File: src/rtl/fp_norm_pkg.sv
// Shared widths, flag indices and stage-1 classification for fp_norm_pipe.
// Rounding mode is selected by FP_NORM_ROUND_EN in fp_norm_pipe.sv.
package fp_norm_pkg;

    localparam int EXP_W_DEF = 5;
    localparam int MAN_W_DEF = 10;

    localparam int FLAG_OVF  = 2;
    localparam int FLAG_UF   = 1;
    localparam int FLAG_ZERO = 0;

    typedef enum logic [1:0] {
        K_NORM,
        K_ZERO,
        K_UF,
        K_SPEC
    } kind_t;

    // carry, hidden, fraction, G, R, S
    function automatic int sum_w(input int man_w);
        return man_w + 5;
    endfunction

endpackage

File: src/rtl/fp_norm_pipe_lzc.sv
// Parametrised leading-zero counter; an all-zero input counts as W.
// Used by fp_norm_pipe for cancellation normalisation.
module lzc_nbit #(
    parameter int W = 14,
    localparam int CW = $clog2(W + 1)
) (
    input  logic [W-1:0]  d,
    output logic [CW-1:0] cnt
);

    // Highest set bit is visited last, so it wins.
    always_comb begin
        cnt = CW'(W);
        for (int i = 0; i < W; i++) begin
            if (d[i]) cnt = CW'(W - 1 - i);
        end
    end

endmodule

File: src/rtl/fp_norm_pipe.sv
// Two-stage FP normaliser: LZC/shift/exp-adjust, then round/encode.
// Define FP_NORM_ROUND_EN for round-to-nearest-even; default truncates.
module fp_norm_pipe
    import fp_norm_pkg::*;
#(
    parameter int EXP_W = EXP_W_DEF,
    parameter int MAN_W = MAN_W_DEF,
    localparam int SUM_W = sum_w(MAN_W)
) (
    input  logic                   clk,
    input  logic                   rst_n,
    input  logic                   in_valid,
    output logic                   in_ready,
    input  logic                   in_sign,
    input  logic [EXP_W-1:0]       in_exp,
    input  logic [SUM_W-1:0]       in_mant,
    output logic                   out_valid,
    input  logic                   out_ready,
    output logic [EXP_W+MAN_W:0]   out_result,
    output logic [2:0]             out_flags
);

    localparam int LZW = SUM_W - 1;
    localparam int LCW = $clog2(LZW + 1);
    localparam int EW1 = EXP_W + 1;
    localparam int FW  = MAN_W + 1;
    localparam logic signed [EXP_W:0] EMAX = {1'b0, {EXP_W{1'b1}}};

    logic s1_valid;
    logic s2_valid;
    logic s1_advance;

    logic                  s1_sign;
    logic signed [EXP_W:0] s1_exp;
    logic [LZW-1:0]        s1_man;
    kind_t                 s1_kind;

    logic [LCW-1:0]        lz;
    logic signed [EXP_W:0] e_in;
    logic signed [EXP_W:0] e_lz;
    logic signed [EXP_W:0] e_d;
    logic [LZW-1:0]        man_d;
    kind_t                 kind_d;

    assign s1_advance = !s2_valid || out_ready;
    assign in_ready   = !s1_valid || s1_advance;
    assign out_valid  = s2_valid;

    lzc_nbit #(
        .W(LZW)
    ) u_lzc (
        .d  (in_mant[LZW-1:0]),
        .cnt(lz)
    );

    always_comb begin
        e_in   = signed'({1'b0, in_exp});
        e_lz   = EW1'(lz);
        kind_d = K_NORM;
        e_d    = e_in;
        man_d  = '0;
        if (in_exp == '1) begin
            kind_d = K_SPEC;
            man_d[MAN_W+2:3] = in_mant[MAN_W+2:3];
            if (|in_mant[MAN_W+2:3]) man_d[MAN_W+2] = 1'b1;
        end else if (in_mant == '0) begin
            kind_d = K_ZERO;
        end else if (in_mant[SUM_W-1]) begin
            // Shifted-out bit folds into sticky.
            e_d   = e_in + EW1'(1);
            man_d = {in_mant[SUM_W-1:2], |in_mant[1:0]};
        end else if (e_lz >= e_in) begin
            kind_d = K_UF;
        end else begin
            e_d   = e_in - e_lz;
            man_d = in_mant[LZW-1:0] << lz;
        end
    end

    always_ff @(posedge clk or negedge rst_n) begin
        if (!rst_n) begin
            s1_valid <= 1'b0;
            s1_sign  <= 1'b0;
            s1_exp   <= '0;
            s1_man   <= '0;
            s1_kind  <= K_NORM;
        end else if (in_ready) begin
            s1_valid <= in_valid;
            if (in_valid) begin
                s1_sign <= in_sign;
                s1_exp  <= e_d;
                s1_man  <= man_d;
                s1_kind <= kind_d;
            end
        end
    end

    logic [MAN_W-1:0]      frac;
    logic                  inc;
    logic [MAN_W:0]        fsum;
    logic signed [EXP_W:0] e_r;
    logic                  ovf;
    logic [EXP_W+MAN_W:0]  res_d;
    logic [2:0]            flg_d;

    always_comb begin
        frac = MAN_W'(s1_man >> 3);
`ifdef FP_NORM_ROUND_EN
        inc = s1_man[2] && (s1_man[1] || s1_man[0] || frac[0]);
`else
        inc = 1'b0;
`endif
        fsum = {1'b0, frac} + FW'(inc);
        e_r  = s1_exp + EW1'(fsum[MAN_W]);
        // First term covers the carry case where e_r would wrap.
        ovf  = (s1_exp >= EMAX) || (e_r >= EMAX);
        res_d = '0;
        res_d[EXP_W+MAN_W] = s1_sign;
        flg_d = '0;
        unique case (s1_kind)
            K_SPEC: res_d[EXP_W+MAN_W-1:0] = {{EXP_W{1'b1}}, frac};
            K_ZERO: flg_d[FLAG_ZERO] = 1'b1;
            K_UF:   flg_d[FLAG_UF] = 1'b1;
            default: begin
                if (ovf) begin
                    res_d[EXP_W+MAN_W-1:0] = {{EXP_W{1'b1}}, {MAN_W{1'b0}}};
                    flg_d[FLAG_OVF] = 1'b1;
                end else begin
                    res_d[EXP_W+MAN_W-1:0] = {EXP_W'(e_r), fsum[MAN_W-1:0]};
                end
            end
        endcase
    end

    always_ff @(posedge clk or negedge rst_n) begin
        if (!rst_n) begin
            s2_valid   <= 1'b0;
            out_result <= '0;
            out_flags  <= '0;
        end else if (s1_advance) begin
            s2_valid <= s1_valid;
            if (s1_valid) begin
                out_result <= res_d;
                out_flags  <= flg_d;
            end
        end
    end

endmodule

File: config.mk
export PLATFORM = sky130hd
export DESIGN_NAME = fp_norm_pipe
export DESIGN_NICKNAME = d
export VERILOG_FILES = /design/src/rtl/fp_norm_pkg.sv /design/src/rtl/fp_norm_pipe_lzc.sv /design/src/rtl/fp_norm_pipe.sv
export SDC_FILE = /design/constraint.sdc
export NUM_CORES = 1
export LEC_CHECK = 0
export ABC_AREA = 1
export CORE_ASPECT_RATIO = 1.25
export CORE_MARGIN = 2
export CORE_UTILIZATION = 52
export CTS_BUF_LIST = sky130_fd_sc_hd__clkbuf_4
export DETAILED_ROUTE_END_ITERATION = 16
export PLACE_DENSITY = 0.88
export SLEW_MARGIN = 25
export SYNTH_ARGS = -nofsm -noshare
export SYNTH_HDL_FRONTEND = slang
export SYNTH_HIERARCHICAL = 1
export SYNTH_SLANG_ARGS = --single-unit
File: constraint.sdc
create_clock -name clk -period 3.42 [get_ports clk]
set_clock_uncertainty 0.1 [all_clocks]
set_input_delay 0.684 -clock clk [delete_from_list [all_inputs] [get_ports clk]]
set_output_delay 0.684 -clock clk [all_outputs]
set_load 0.03 [all_outputs]
; ---- Word-level counts from Yosys, hierarchy flattened
; Index checks and enable logic that the tools add are counted.
[classes]
addsub = 2
mul = 0
div = 0
n_lt_le_gt_ge = 2
n_eq_ne = 4
shifts = 1
n_mux = 34
n_bitwise = 0
reduce_logical = 11
[op_table]
columns = operator, count
row1 = $mux W13, 3
row2 = $mux W4, 8
row3 = $pmux W15 S2, 1
row4 = $mux W6, 4
row5 = $logic_not A15 Y1, 1
row6 = $mux W15, 1
row7 = $mux W3, 5
row8 = $shl A14 B4 Y13, 1
row9 = $mux W2, 6
row10 = $mux W10, 1
row11 = $reduce_or A10 Y1, 1
row12 = $add A5 B1 Y6 const B, 1
row13 = $ge A6 B6 Y1 const B, 1
row14 = $sub A5 B4 Y6, 1
row15 = $eq A5 B5 Y1 const B, 1
row16 = $ge A4 B5 Y1, 1
row17 = $mux W1, 5
row18 = $eq A2 B2 Y1 const B, 2
row19 = $reduce_and A2 Y1, 2
row20 = $reduce_or A2 Y1, 2
row21 = $reduce_or A3 Y1, 1
row22 = $eq A2 B1 Y1 const B, 1
row23 = $logic_not A1 Y1, 2
row24 = $logic_or A1 B1 Y1, 2
[totals]
regBits = 43
latchBits = 0
ramBits = 0
rom_bits = 0
input_bits = 25
output_inout_bits = 21
elab_cells = 62
memories = 0

; ---- Longest topological paths before layout
; Gate-level depths: netlist of run 1.
[logic_depth]
ltp_word = 19
ltp_mapped = 25
ltp_nobuf = 25

; ---- Cells and area by module
; Netlist of run 1, hierarchy kept.
[modules_own_cells]
columns = mod, n_inst, cells_each, area_per_inst_um2, seq_area_each_um2
row1 = fp_norm_pipe, 1, 391, 2763.9, 1001.0
row2 = lzc_nbit, 1, 39, 187.7, 0.0

; ---- Worst setup path before layout of run 1
; Ideal clock, no wire load.
[synth_path]
path_kind = input to register
start = input port in_mant[4]
end = register s1_exp[3]
setup_time_ns = 0.119
arrival_ns = 2.687
required_ns = 3.201
path_slack_ns = 0.514
path_stages = 21
n_path_buf = 0
cell_sequence = bufinv_8 nand2_1 nand2_1 nand2_1 nand2_1 nand2_1 nand2_1 nand2_1 nand2_1 a21oi_2 ha_1 inv_1 fa_1 nand3_2 nand3_2 nand2_4 nand2_4 nand2_4 a21oi_2 o21ai_2 nand2_1
[synth_between]
elab_chain_len = 15
elab_cells_between_ends = 17
cone_classes = add/sub: 1 / order compare: 1 / mux: 14 / reduce/logical: 1
[synth_lines]
columns = item, line
row1 = start: declaration, fp_norm_pipe.sv:16  ; input logic [SUM_W-1:0] in_mant,
row2 = $mux W3 * (2 in a row), fp_norm_pipe_lzc.sv:15  ; if (d[i]) cnt = CW'(W - 1 - i);
row3 = $mux W4 * (8 in a row), fp_norm_pipe_lzc.sv:15
row4 = via lz[0], fp_norm_pipe.sv:38  ; logic [LCW-1:0] lz;
row5 = $sub A5 B4 Y6 or $ge A4 B5 Y1 (tied branches), "fp_norm_pipe.sv:75, fp_norm_pipe.sv:72"
row6 = $mux W6 *, fp_norm_pipe.sv:72  ; end else if (e_lz >= e_in) begin
row7 = $mux W6 *, fp_norm_pipe.sv:68  ; end else if (in_mant[SUM_W-1]) begin
row8 = $mux W6 *, fp_norm_pipe.sv:66  ; end else if (in_mant == '0) begin
row9 = $mux W6 *, fp_norm_pipe.sv:62  ; if (in_exp == '1) begin
row10 = end signal: assignment, fp_norm_pipe.sv:84  ; s1_exp <= '0;
row11 = end signal: assignment, fp_norm_pipe.sv:91  ; s1_exp <= e_d;
row12 = end: declaration, fp_norm_pipe.sv:34  ; logic signed [EXP_W:0] s1_exp;
; The timed path passes the listed nets; every way through them passes the cells marked *.
; A chain may end at the register's enable or synchronous reset.

; ---- Worst setup path in the final report of run 1
[layout_path]
start = input port in_mant[4]
end = register s1_man[11]
[layout_between]
elab_chain_len = 15
elab_cells_between_ends = 17
cone_classes = order compare: 1 / shift: 1 / mux: 14 / reduce/logical: 1
[layout_lines]
columns = item, line
row1 = $mux W3 * (2 in a row), fp_norm_pipe_lzc.sv:15
row2 = $mux W4 * (8 in a row), fp_norm_pipe_lzc.sv:15
row3 = via lz[0], fp_norm_pipe.sv:38
row4 = $ge A4 B5 Y1 or $shl A14 B4 Y13 (tied branches), "fp_norm_pipe.sv:72, fp_norm_pipe.sv:76"
row5 = $mux W13 *, fp_norm_pipe.sv:72
row6 = $mux W13 *, fp_norm_pipe.sv:68
row7 = $mux W13 *, fp_norm_pipe.sv:66
row8 = $mux W10 *, fp_norm_pipe.sv:62
row9 = end signal: assignment, fp_norm_pipe.sv:92  ; s1_man <= man_d;
row10 = end: declaration, fp_norm_pipe.sv:35  ; logic [LZW-1:0] s1_man;
; Marked as above.

==> results of run 1 <==
## registers in the layout (all words and copies together), names as in the netlist
signal / count
s1_sign: 1
out_valid: 1
s1_man: 10
s1_kind: 2
s1_valid: 1
out_flags: 3
out_result: 16
s1_exp: 6
## timing repair
action	CTS	global route
hold endpoints to repair	0	0
gates resized for setup	0	1
hold buffers	0	0
endpoints found under the setup margin	0	1
## path summary, 6_finish.rpt
path                               startpoint        endpoint  slack (ps)  cells past startpoint
min in group clk                out_result[0]   out_result[0]         390                      2
worst max-delay path               in_mant[4]      s1_man[11]         290                     22
worst max register to register      out_valid       s1_exp[2]        1510                      7
worst min-delay path                    rst_n  out_result[13]         340                      1
worst min register to register  out_result[0]   out_result[0]         390                      2
max in group asynchronous               rst_n   out_result[3]        2360                      1
## cells in the mapped netlist
library cell,number
o211ai_2,1
a21oi_1,20
nand3_2,2
o21ai_1,3
inv_2,7
clkinv_1,1
nand2_2,5
nand2_4,4
ha_1,6
fa_1,1
inv_6,1
nand3_1,67
and2_1,1
nor2_8,1
o41ai_1,1
xor2_1,1
nor2_1,39
inv_4,1
dfrtp_1,40
o22ai_1,2
nand2_1,144
inv_1,23
bufinv_8,2
buf_2,6
xnor2_1,2
clkbuf_1,4
a21boi_1,1
o31ai_1,3
nor3_1,2
o21ai_2,2
nor2_2,5
buf_6,4
a21oi_2,9
o211ai_1,3
o21ai_0,9
a31oi_1,3
nand4_1,4
## final cells by class
| class | instances | area (um2) | area share |
|---|---|---|---|
| clock inverters | 1 | 3.75 | 0.00103 |
| flip-flops and latches | 40 | 1000 | 0.275 |
| multi-input cells | 341 | 1700 | 0.467 |
| inverters | 35 | 166 | 0.0458 |
| well taps | 64 | 80.1 | 0.0220 |
| clock buffers | 7 | 52.6 | 0.0145 |
| repair buffers | 70 | 633 | 0.174 |
## routing by layer
layer  part of all wire  track usage
met5                  0            0
met1               0.39        0.285
met4              0.032        0.139
met2               0.53        0.473
met3              0.045       0.0285
## logic make-up (layout without fill, tap and decap cells)
group,count (synthesis),in the layout,synth area share
flops,40,40,0.339
fa+ha+maj,7,7,0.0322
simple gates,274,274,0.410
compound gates,57,57,0.123
buf+inv,49,113,0.0869
xor+xnor,3,3,0.00890
## critical path, delay by kind of cell
kind	cells	cell delay [ps]
adder cells (fa/ha/maj)	2	520
AO/OA/AOI/OAI	2	240
buffers and inverters	3	720
AND/OR/NAND/NOR	15	1090
## report_power, final
| part | switching, mW | total (mW) | internal, mW |
|---|---|---|---|
| Clock | 0.133 | 0.227 | 0.0949 |
| Sequential | 0.0616 | 0.641 | 0.580 |
| Combinational | 0.428 | 0.711 | 0.283 |
## metrics by stage
step | TNS, ps | std cells | worst slack (ps)
global placement | -39.7 | 550 | -20.2
global route | 0 | 558 | 32.5
detailed placement | -639 | 550 | -86.8
CTS | 0 | 558 | 278
finish | 0 | 558 | 290
floorplan | 0 | 430 | 514
==> impl_results.md, run 1 <==
- Outcome: complete, no violations
- Power per unit of standard cell area: 435 nW/um2
- Clock tree from TritonCTS: built
- Global-route wire length before repair: 12,800 um
- Total power: 1.58 mW
- DRT antenna net count: 0
- Clock network latency to the later pin of the worst-skew pair: 330 ps
- Number of design-rule violations left by the first detailed-router iteration: 189
- Worst min path class: in -> async
- Static leakage power: 1.79 nW
- Most used cell, CP: nand2_1
- DRT Pass-1 Iters: 4
- Measured slew at the worst slew-check pin: 829 ps
- Clock input transition at the sequential cells of the worst setup and hold paths: 100 ps
- HPWL after detailed placement: 6060 um
- Maximum vdd drop: 0.000197 V
- Count of unresolved DRC violations after routing: 0
- Post-CTS repair timing setup buffer count: 0
- Cell Chain, Critical Path: clkdlybuf4s50_1, bufinv_8, nand2_1, nand2_1, nand2_1, nand2_1, nand2_1, nand2_1, nand2_1, nand2_1, a21oi_2, ha_1, inv_1, fa_2, nand3_2, nand3_2, nand2_4, nor2_8, nand3_1, nand2_1, nand2_1, a21oi_2
- Critical path launch point type: input pin
- P&R area growth vs syn: 23.1%
- Maximum fanout along the worst path: 6
- Fraction of final layout cells with drive strength greater than 1: 0.150
- Mapped Cells: 430
- Max-cap violations: 0
- Yosys cell types: 37
- Weighted congestion reported at the end of routability-driven placement: 0.917
- Setup repair after global routing missed its margin: no
- Area of all placed cells without fillers: 3630 um2
- Wirelength, routed: 7560 um
- Count of buffers inserted at the top-level ports: 45
- Average routed wire per standard cell: 13.5 um
- Hold slack: 336 ps
- Top cell type's share of synthesized area: 0.339
- Boundary Pins: 46
- WS Path Type: in -> reg
- CP endpoint kind: register
- WP data required: 3550 ps
- Area of the mapped netlist: 2950 um2
- Total number of vias: 3,072
- CP peak stage delay: 480 ps
- Number of global-route vias before repair: 2,900
- Clock root buffer: clkbuf_4
- Most frequent cells in the layout: nand2_1 (144), nand3_1 (67), clkdlybuf4s50_1 (44), dfrtp_1 (40), nor2_1 (39)
- Die Y: 88.2 um
- Period Utilization, post-route: 0.915
- Yosys top cell by area: dfrtp_1
- Syn_nets: 462
- Antenna violations before repair: 0
- Via count normalized by instance count: 5.51
- Post-layout min period: 3130 ps
- Number of diodes added for antenna fixing: 0
- Maximum number of pins on one net before global-route repair: 41
- Number of levels in the clock H-tree: 2
- Area enclosed by the die boundary: 6300 um2
- Sequential fraction of the synthesis area: 0.339
- Clock sink count: 40
- Core ar.: 5440 um2
- NumNets Final: 525
- Die Width: 71.4 um
- Data arrival time of the critical path: 3260 ps
- Site Rows: 30
- Final setup violation count: 0
- Overall track demand over capacity in global routing: 0.255
- Most frequent standard cell in the layout excluding fill and tap cells: nand2_1
- Slew Viols, Final: 0
- Aggregate global routing overflow: 0
- TritonCTS Buffers: 5
- Maximum number of buffers from clock root to sink: 2
- Cell type of the slowest stage on the worst timing path: clkdlybuf4s50_1
- Fillers: 487
- Avg Inst Size Synth: 6.86 um2
- Hold Vio Cnt, Final: 0
- Highest achievable clock rate: 0.319 GHz
- FF+latch count, synth: 40
- Warnings from Yosys: 6
- Placement Cell Area: 3570 um2
- Cell types with the largest area share after synthesis: dfrtp_1 (34%), nand2_1 (18%), nand3_1 (11%)
- Worst slew margin relative to its limit: 0.448
- Starting Density: 0.542
- Post-route core utilization: 0.668
Note: power is estimated with default switching activity, not from simulation.
==> inputs of run 2 (changes only) <==
--- a/config.mk
+++ b/config.mk
@@ -15,5 +15,4 @@
 export SLEW_MARGIN = 25
 export SYNTH_ARGS = -nofsm -noshare
 export SYNTH_HDL_FRONTEND = slang
-export SYNTH_HIERARCHICAL = 1
 export SYNTH_SLANG_ARGS = --single-unit
==> impl_results.md, run 2 <==
- Number of design-rule violations left by the first detailed-router iteration: 186 (-1.6%)
- Clock network latency to the later pin of the worst-skew pair: 340 ps (about the same)
- Maximum number of pins on one net before global-route repair: 41 (unchanged)
- WP data required: 3590 ps (+40 ps)
- Outcome: complete, no violations
- Multiplexer fraction of the synthesized cell area: 0 (unchanged)
- Starting Density: 0.532 (-0.0101)
- Number of diodes added for antenna fixing: 0 (unchanged)
- Origin of the worst setup path: in_mant[5]
- FF+latch count, synth: 40 (unchanged)
- Count of unresolved DRC violations after routing: 0 (unchanged)
- Data arrival time of the critical path: 3490 ps (+230 ps)
- Post-synthesis compound-gate area fraction: 0.172 (+0.0495)
- XOR/XNOR share of the synthesized area: 0.00926 (+0.000361)
- Via count normalized by instance count: 5.48 (-0.41%)
- Post-layout min period: 3320 ps (+192 ps)
- Endpoint of the worst register-to-register path: s1_exp[2]
- Max reg flops: 16 (unchanged)
- Clock input transition at the sequential cells of the worst setup and hold paths: 110 ps (about the same)
- Highest achievable clock rate: 0.301 GHz (-5.8%)
- FF-to-FF path depth: 8 (+1)
- Top cell type's share of synthesized area: 0.353 (+0.0138)
- Worst slew margin relative to its limit: 0.433 (-0.0147)
- Fraction of final layout cells with drive strength greater than 1: 0.193 (+0.0436)
- Hold slack: 342 ps (+5.96 ps)
- Most frequent cells in the layout: nand2_1 (119), buf_4 (57), nand3_1 (55), dfrtp_1 (40)
- DRT Pass-1 Iters: 5 (+1)
- P&R area growth vs syn: 34.6%
- Weighted congestion reported at the end of routability-driven placement: 0.972 (+5.9%)
- Number of global-route vias before repair: 3,017 (+4.0%)
- Clock sink count: 40 (unchanged)
- Hold buffers post-CTS: 0 (unchanged)
- Total Neg Setup Slack: 0 ps (unchanged)
- DRT antenna net count: 0 (unchanged)
- Core ar.: 5330 um2 (-2.1%)
- Maximum fanout along the worst path: 3 (-3)
- Global-route wire length before repair: 13,300 um (+4.0%)
- Die Y: 86.6 um (-1.9%)
- Share of synthesized cell area in full adder, half adder and majority cells: 0.0335 (+0.00131)
- Number of levels in the clock H-tree: 2 (unchanged)
- Count of buffers inserted at the top-level ports: 45 (unchanged)
- Number of flops mapped to enable cells by yosys: 0 (unchanged)
- Maximum vdd drop: 0.000196 V (-0.79%)
- HPWL after detailed placement: 6460 um (+6.7%)
- Hold Vio Cnt, Final: 0 (unchanged)
- Area of the mapped netlist: 2840 um2 (-3.9%)
- NumNets Final: 543 (+3.4%)
- Antenna violations before repair: 0 (unchanged)
- Yosys cell types: 38 (+2.7%)
- Top register by number of flip-flops: out_result
- Average routed wire per standard cell: 14.0 um (+3.4%)
- Cell types with the largest area share after synthesis: dfrtp_1 (35%), nand2_1 (16%), nand3_1 (9.7%)
- Endpoint of the most critical setup path: s1_exp[5]
- Warnings from Yosys: 0 (-6)
- Measured slew at the worst slew-check pin: 851 ps (+22.0 ps)
- Avg Inst Size Synth: 6.82 um2 (-0.67%)
- Clock root buffer: clkbuf_4
- Mapped Cells: 416 (-3.3%)
- Most frequent cell after synthesis: nand2_1
- CP endpoint kind: register
- Worst min path class: in -> async
- Boundary Pins: 46 (unchanged)
- RR Startpoint: out_valid
- Most common flop cell mapped by yosys: dfrtp_1
- Aggregate global routing overflow: 0 (unchanged)
- Maximum number of buffers from clock root to sink: 2 (unchanged)
- Die Width: 70.1 um (-1.9%)
- Area enclosed by the die boundary: 6070 um2 (-3.7%)
- Share of async-settable or async-resettable flops after synthesis: 1.00 (unchanged)
- Critical path launch point type: input pin
- WS Path Type: in -> reg
- Dominant combinational cell family by area after synthesis: simple AND/OR/NAND/NOR gates
- Total number of vias: 3,158 (+2.8%)
- Yosys top cell by area: dfrtp_1
- Register-to-Register Setup Slack: 1440 ps (-70 ps)
- TritonCTS Buffers: 5 (unchanged)
- Overall track demand over capacity in global routing: 0.273 (+0.0174)
- Static leakage power: 1.96 nW (+9.9%)
- Simple logic cell fraction of the synthesized area: 0.343 (-0.0676)
- Site Rows: 30 (unchanged)
- Fillers: 459 (-5.7%)
- Power per unit of standard cell area: 426 nW/um2 (-2.0%)
- Largest regs: out_result x16, s1_man x10, s1_exp x6
- Sequential fraction of the synthesis area: 0.353 (+0.0138)
- Wirelength, routed: 8060 um (+6.7%)
- Period Utilization, post-route: 0.971 (+0.0560)
- Clock tree from TritonCTS: built
- Final setup violation count: 0 (unchanged)
- Slew Viols, Final: 0 (unchanged)
- Syn_nets: 448 (-3.0%)
- Max-cap violations: 0 (unchanged)
- Most frequent standard cell in the layout excluding fill and tap cells: nand2_1
- List of most frequent post-synthesis cells: nand2_1 (120), nand3_1 (55), inv_1 (41)
[run 2: kinds of logic (layout without fill, tap and decap cells)]
group / after synthesis / after routing
DFF: 40 / 40
and+or+nand+nor: 224 / 224
AOI/OAI and AO/OA: 81 / 81
xor gates and xnor gates: 3 / 3
adders and majority gates: 7 / 7
buffers and inverters: 61 / 157
[run 2: stage by stage]
stage	setup slack [ps]	util	std cells	instance area, um2	power [mW]
after floorplan	38.8	-	416	2840	1.08
after global placement	-330	0.693	565	3690	1.37
after detailed placement	-506	0.693	565	3690	1.39
after CTS	0.679	0.706	573	3760	1.63
after global routing	-14.3	0.716	576	3820	1.73
final	98.6	0.716	576	3820	1.63
[run 2: metal layers]
layer  vias up  part of all wire  GRT usage  wire, um
met5         -                 0          0         0
met4         0             0.027      0.119       216
met3        20             0.049     0.0302       396
met2       105              0.52      0.505      4170
met1      1466              0.41      0.318      3280
li1       1567                 -          -         -
[run 2: how the worst min path moves through the flow]
stage / endpoint / slack [ps] / cells past startpoint
floorplan: out_flags[0] / 290 / 0
global placement: out_result[8] / 360 / 2
detailed placement: out_result[4] / 370 / 2
CTS: out_result[13] / 360 / 1
global route: out_result[13] / 410 / 1
finish: out_result[11] / 340 / 1
[run 2: cell type report]
type	count	area, um2	area share
clock buffers	7	52.6	0.0138
clock inverters	1	3.75	0.000983
inverters	47	176	0.0462
multi-input cells	315	1620	0.424
flip-flops and latches	40	1000	0.262
well taps	64	80.1	0.0210
repair buffers	102	886	0.232
[run 2: what timing repair did]
| item | 4_1_cts | 5_1_grt |
|---|---|---|
| gates resized for setup | 7 | 14 |
| pin swaps | 2 | 7 |
| buffers inserted | 0 | 3 |
| endpoints found under the setup margin | 15 | 16 |
[run 2: worst max-delay path: stages]
cell and delay, ps:
clkdlybuf4s50_1 550, nor2_1 100, a21boi_2 170, o31ai_2 230
a21oi_2 140, buf_4 170, fa_2 370, o21ai_2 170
o21ai_2 80, buf_4 130, o41ai_1 370, nand3_1 130
o21ai_0 180
[run 2: where the power goes]
part | total [mW] | leakage [nW] | switching (mW) | internal, mW
combinational | 0.751 | 1.44 | 0.441 | 0.311
sequential | 0.639 | 0.487 | 0.0574 | 0.582
clock | 0.236 | 0.0338 | 0.141 | 0.0950
total | 1.63 | 1.96 | 0.639 | 0.987
